### config.mk
export PLATFORM = sky130hd
export DESIGN_NAME = fifo_axis_drain
export DESIGN_NICKNAME = d
export VERILOG_FILES = /design/src/rtl/fifo_axis_drain.sv
export SDC_FILE = /design/constraint.sdc
export NUM_CORES = 1
export LEC_CHECK = 0
export CAP_MARGIN = 30
export CORE_MARGIN = 5
export CORE_UTILIZATION = 38
export DETAILED_ROUTE_END_ITERATION = 10
export SLEW_MARGIN = 20
export SYNTH_ARGS = -nofsm -noshare
export SYNTH_HDL_FRONTEND = slang
export SYNTH_SLANG_ARGS = --single-unit
### constraint.sdc
create_clock -name CLK -period 1.55 [get_ports CLK]
set_input_delay 0.31 -clock CLK [delete_from_list [all_inputs] [get_ports CLK]]
set_output_delay 0.31 -clock CLK [all_outputs]
set_load 0.1 [all_outputs]
### src/rtl/fifo_axis_drain.sv
// Drain stage: pulls PKT_LEN words from a registered-read FIFO and replays
// them as an AXI-Stream packet through a 2-entry skid buffer.
module fifo_axis_drain #(
  parameter int unsigned DATA_WIDTH = 32,
  parameter int unsigned PKT_LEN    = 16
) (
  input  logic                  CLK,
  input  logic                  RESETN,
  input  logic                  START,
  output logic                  BUSY,
  output logic                  DONE,
  output logic                  FIFO_RD_CMD,
  input  logic [DATA_WIDTH-1:0] FIFO_RD_DATA,
  input  logic                  FIFO_EMPTY,
  output logic [DATA_WIDTH-1:0] M_AXIS_TDATA,
  output logic                  M_AXIS_TVALID,
  input  logic                  M_AXIS_TREADY,
  output logic                  M_AXIS_TLAST
);

  localparam int unsigned CW = $clog2(PKT_LEN + 1);
  localparam logic [CW-1:0] LP_LEN  = CW'(PKT_LEN);
  localparam logic [CW-1:0] LP_LAST = CW'(PKT_LEN - 1);
  localparam logic [CW-1:0] LP_ONE  = CW'(1);

  typedef enum logic [1:0] {
    S_IDLE  = 2'd0,
    S_RUN   = 2'd1,
    S_DRAIN = 2'd2
  } state_t;

  state_t                r_state;
  state_t                w_state_nxt;
  logic [CW-1:0]         r_rd_issued;
  logic [CW-1:0]         r_beat;
  logic                  r_inflight;
  logic [DATA_WIDTH-1:0] r_buf [2];
  logic                  r_head;
  logic                  r_tail;
  logic [1:0]            r_occ;

  logic                  w_rd_cmd;
  logic                  w_pop;
  logic                  w_valid;
  logic                  w_last;
  logic                  w_done;
  logic                  w_start;
  logic [2:0]            w_pending;

  // Words already committed to the buffer: stored plus the one arriving now.
  assign w_pending = {1'b0, r_occ} + {2'b00, r_inflight};

  // Next-state, read credit and stream handshake decode.
  always_comb begin
    w_state_nxt = r_state;
    w_valid     = (r_occ != 2'd0);
    w_pop       = w_valid && M_AXIS_TREADY;
    w_last      = w_valid && (r_beat == LP_LAST);
    w_start     = (r_state == S_IDLE) && START;
    w_rd_cmd    = (r_state == S_RUN) && !FIFO_EMPTY &&
                  (r_rd_issued < LP_LEN) && (w_pending < 3'd2);
    w_done      = (r_state == S_DRAIN) && w_pop && w_last;
    unique case (r_state)
      S_IDLE:  if (START) w_state_nxt = S_RUN;
      S_RUN:   if (w_rd_cmd && (r_rd_issued == LP_LAST)) w_state_nxt = S_DRAIN;
      S_DRAIN: if (w_done) w_state_nxt = S_IDLE;
      default: w_state_nxt = S_IDLE;
    endcase
  end

  // FSM state register.
  always_ff @(posedge CLK or negedge RESETN) begin
    if (!RESETN) r_state <= S_IDLE;
    else         r_state <= w_state_nxt;
  end

  // Read-issue and beat counters plus the read-latency tracker.
  always_ff @(posedge CLK or negedge RESETN) begin
    if (!RESETN) begin
      r_rd_issued <= '0;
      r_beat      <= '0;
      r_inflight  <= 1'b0;
    end else begin
      r_inflight <= w_rd_cmd;
      if (w_start)       r_rd_issued <= '0;
      else if (w_rd_cmd) r_rd_issued <= r_rd_issued + LP_ONE;
      if (w_done)        r_beat <= '0;
      else if (w_pop)    r_beat <= r_beat + LP_ONE;
    end
  end

  // Two-entry ring buffer: returning FIFO data is always accepted at the tail.
  always_ff @(posedge CLK or negedge RESETN) begin
    if (!RESETN) begin
      for (int unsigned i = 0; i < 2; i++) r_buf[i] <= '0;
      r_head <= 1'b0;
      r_tail <= 1'b0;
      r_occ  <= 2'd0;
    end else begin
      if (r_inflight) begin
        r_buf[r_tail] <= FIFO_RD_DATA;
        r_tail        <= ~r_tail;
      end
      if (w_pop) r_head <= ~r_head;
      unique case ({r_inflight, w_pop})
        2'b10:   r_occ <= r_occ + 2'd1;
        2'b01:   r_occ <= r_occ - 2'd1;
        default: r_occ <= r_occ;
      endcase
    end
  end

  // The read credit rule must keep a returning word from landing on a full buffer.
  always_ff @(posedge CLK) begin
    if (RESETN && r_inflight) assert (r_occ != 2'd2);
  end

  assign BUSY          = (r_state != S_IDLE);
  assign DONE          = w_done;
  assign FIFO_RD_CMD   = w_rd_cmd;
  assign M_AXIS_TDATA  = r_buf[r_head];
  assign M_AXIS_TVALID = w_valid;
  assign M_AXIS_TLAST  = w_last;

endmodule

==> summary.md <==
| Metric | Value |
|---|---|
| Row count | 35 |
| Inserted Clock Buffers | 9 |
| F_max | 0.512 GHz |
| Area Overhead vs Synth | 60.7% |
| Hold Path Depth | 3 |
| Status | complete, but fails checks |
| Root buf cell | clkbuf_8 |
| Critical Path Sink Type | output port |
| RSZ-0062 raised after global routing | yes |
| Final hold violations | 0 |
| Post-synth top cells | mux2_2, dfrtp_1, clkbuf_1 |
| Synth warnings | 0 |
| Most frequent cell after synthesis | mux2_2 |
| CP peak stage delay | 0.36 ns |
| Die Span Y | 107 microns |
| R2R setup slack | -0.16 ns |
| Worst-Skew Late Latency | 0.34 ns |
| Predominant post-synthesis flop cell | dfrtp_1 |
| Largest net degree at the start of global routing | 41 |
| Clock Sinks | 81 |
| Area occupied by multi-input gates | 1800 sq um |
| Syn Nets | 298 |
| Drt pass-1 iters | 4 |
| Arrival @ worst endpoint | 1.64 ns |
| Critical Path End | DONE |
| Via/cell ratio | 4.97 |
| Asr flop ratio synth | 1.00 |
| First-pass GRT wire length | 13.1 mm |
| CP startpoint kind | register |
| Levels on crit path | 6 |
| Worst-Margin Slew | 0.430 ns |
| Post-Route WL | 7.93 mm |
| HPWL Detailed | 5.27 mm |
| N_diodes | 0 |
| Max Buffers Root-to-Sink | 2 |
| Final Critical Period | 1.95 ns |
| Synthesized instance count | 256 |
| RR Endpoint | r_rd_issued[3]$_DFFE_PN0P_ |
| CP max-delay cell | dfrtp_1 |
| Final nets | 409 |
| Crit-path leading delay family | simple AND/OR/NAND/NOR gates |
| Max Slew Vio Count | 0 |
| Crit-path cells | ha_2 -> and3_4 -> ha_4 -> nand3b_1 -> nor2_4 -> buf_12 |
| Failing checks | setup timing |
| Final ANT Viol Nets | 0 |
| Fin Hold WS | 0.446 ns |
| # DRC | 0 |
| CP bufs+invs | 1 |
| Post-synth EDFFs | 0 |
| Initial DRC Count | 66 |
| Antenna violations before repair | 0 |
| GR Overflow Total | 0 |
| Fillers | 716 |
| Initial Util | 0.390 |
| Storage cell area | 2030 sq um |
| Hold Path Class | primary input to register |
| MaxCap Viol Count | 0 |
| Vias | 2402 |
| FF+latch count, synth | 81 |
| Worst-path clk slew | 0.08 ns |
| Wire per inst | 16.4 microns |
| Yosys top cell by area | dfrtp_1 |
| Share of the synthesized area in the top cell type | 0.566 |
| Number of global-route vias before repair | 2592 |
| Die width | 107 microns |
| CTS tree | done |
| Core ar. | 9200 sq um |
| Netlist cell types | 31 |
| Critical path class | register to output port |
| Crit path from | r_beat[0]$_DFFE_PN0P_ |
| GRT Total Usage | 0.147 |
| Crit path max fanout | 2 |
| Die ar. | 11500 sq um |
| Final WS setup | -0.402 ns |
| Share of layout cells above drive strength 1 | 0.610 |
| Final setup violating endpoints | 40 |
| Slew HR | 0.713 |
| Period utilisation layout | 1.26 |
| Skew final | 0.00675 ns |
| Worst r2r src | r_state[1]$_DFFE_PN0P_ |
| H-tree depth | 3 |
| Synthesized cell area | 3580 sq um |
| Io pins | 74 |
| Seq/Total Area, Yosys | 0.566 |
| Avg Synthesized Cell Area | 14.0 sq um |
| Worst Path Required | 1.24 ns |
| Area contributors post-synth | dfrtp_1, mux2_2, ha_1 |
| Number of port buffers | 73 |
| GP Congestion | 0.738 |
| FF-to-FF path depth | 4 |
what timing repair did:
| item | in CTS | in global routing |
|---|---|---|
| hold buffers | 1 | 0 |
| gates resized for setup | 34 | 21 |
| gates cloned | 2 | 0 |
| endpoints found under the hold margin | 28 | 0 |
| setup buffers | 15 | 7 |
| endpoints found under the setup margin | 46 | 48 |
| pin swaps | 11 | 9 |
cell families after synthesis:
kind of cell             share of synthesized area
adder cells (fa/ha/maj)                     0.0175
multiplexers                                 0.307
XOR/XNOR                                    0.0122
buffers and inverters                       0.0203
flip-flops                                   0.566
AO/OA/AOI/OAI                               0.0297
AND/OR/NAND/NOR                             0.0472
per-layer routing:
layer | GRT usage | vias up | routed length (microns)
li1 | - | 1130 | -
met1 | 0.198 | 1211 | 3710
met2 | 0.228 | 53 | 3750
met3 | 0.0385 | 8 | 361
met4 | 0.0548 | 0 | 111
met5 | 0 | - | 0
flip-flops by register name (all words and copies together), names as in the netlist:
name,flops
r_buf,64
r_beat,5
r_rd_issued,5
r_occ,2
r_state,2
r_head,1
r_inflight,1
r_tail,1
worst register-to-register path, cell delays in order, from the launching register on:
cell,delay [ns]
dfrtp_1,0.41
or4b_4,0.56
buf_6,0.15
or4_4,0.41
a21oi_2,0.12
area by class of cell:
type,count,area share
Sequential cell,81,0.353
Multi-Input combinational cell,156,0.312
Clock buffer,10,0.0239
Inverter,7,0.00457
Timing Repair Buffer,112,0.267
Clock inverter,6,0.0157
Tap cell,111,0.0241
metrics by stage:
stage / TNS [ns] / setup WS, ns / util / instance area [sq um] / instances
2_1_floorplan: -1.01 / -0.313 / - / 3750 / 256
3_3_place_gp: -2.73 / -0.493 / 0.564 / 5190 / 452
3_5_place_dp: -3.04 / -0.497 / 0.564 / 5190 / 452
4_1_cts: -13.25 / -0.443 / 0.621 / 5710 / 482
5_1_grt: -12.29 / -0.496 / 0.626 / 5760 / 483
6_report: -10.27 / -0.402 / 0.626 / 5760 / 483
cells in the final DEF (no fill, tap or decap), types with 2 or more instances in the layout:
cell / n
nor2_4: 3
buf_6: 7
mux2_4: 32
clkbuf_8: 10
dfrtp_2: 3
buf_12: 44
bufinv_16: 2
nand2_1: 4
ha_4: 3
xor2_1: 2
dfrtp_1: 78
o21ai_4: 2
and3_4: 2
o31ai_2: 2
ha_2: 2
xnor2_1: 2
inv_1: 6
mux2_2: 64
or2_4: 2
nand3_1: 6
or3_4: 2
mux2i_1: 2
a21oi_2: 6
buf_4: 23
clkdlybuf4s50_1: 34
nand2b_1: 2
worst min-delay path by stage:
| stage | startpoint | to |
|---|---|---|
| 6_report | FIFO_EMPTY | r_inflight$_DFF_PN0_ |
| 3_5_place_dp | RESETN | r_buf[25]$_DFFE_PN0P_ |
| 4_1_cts | FIFO_EMPTY | r_inflight$_DFF_PN0_ |
| 2_1_floorplan | RESETN | r_beat[0]$_DFFE_PN0P_ |
| 5_1_grt | FIFO_EMPTY | r_inflight$_DFF_PN0_ |
| 3_3_place_gp | RESETN | r_buf[25]$_DFFE_PN0P_ |
Power is left out: the tool's default activity adds up to more than one toggle a clock period on the data nets, which glitch-free logic cannot reach.
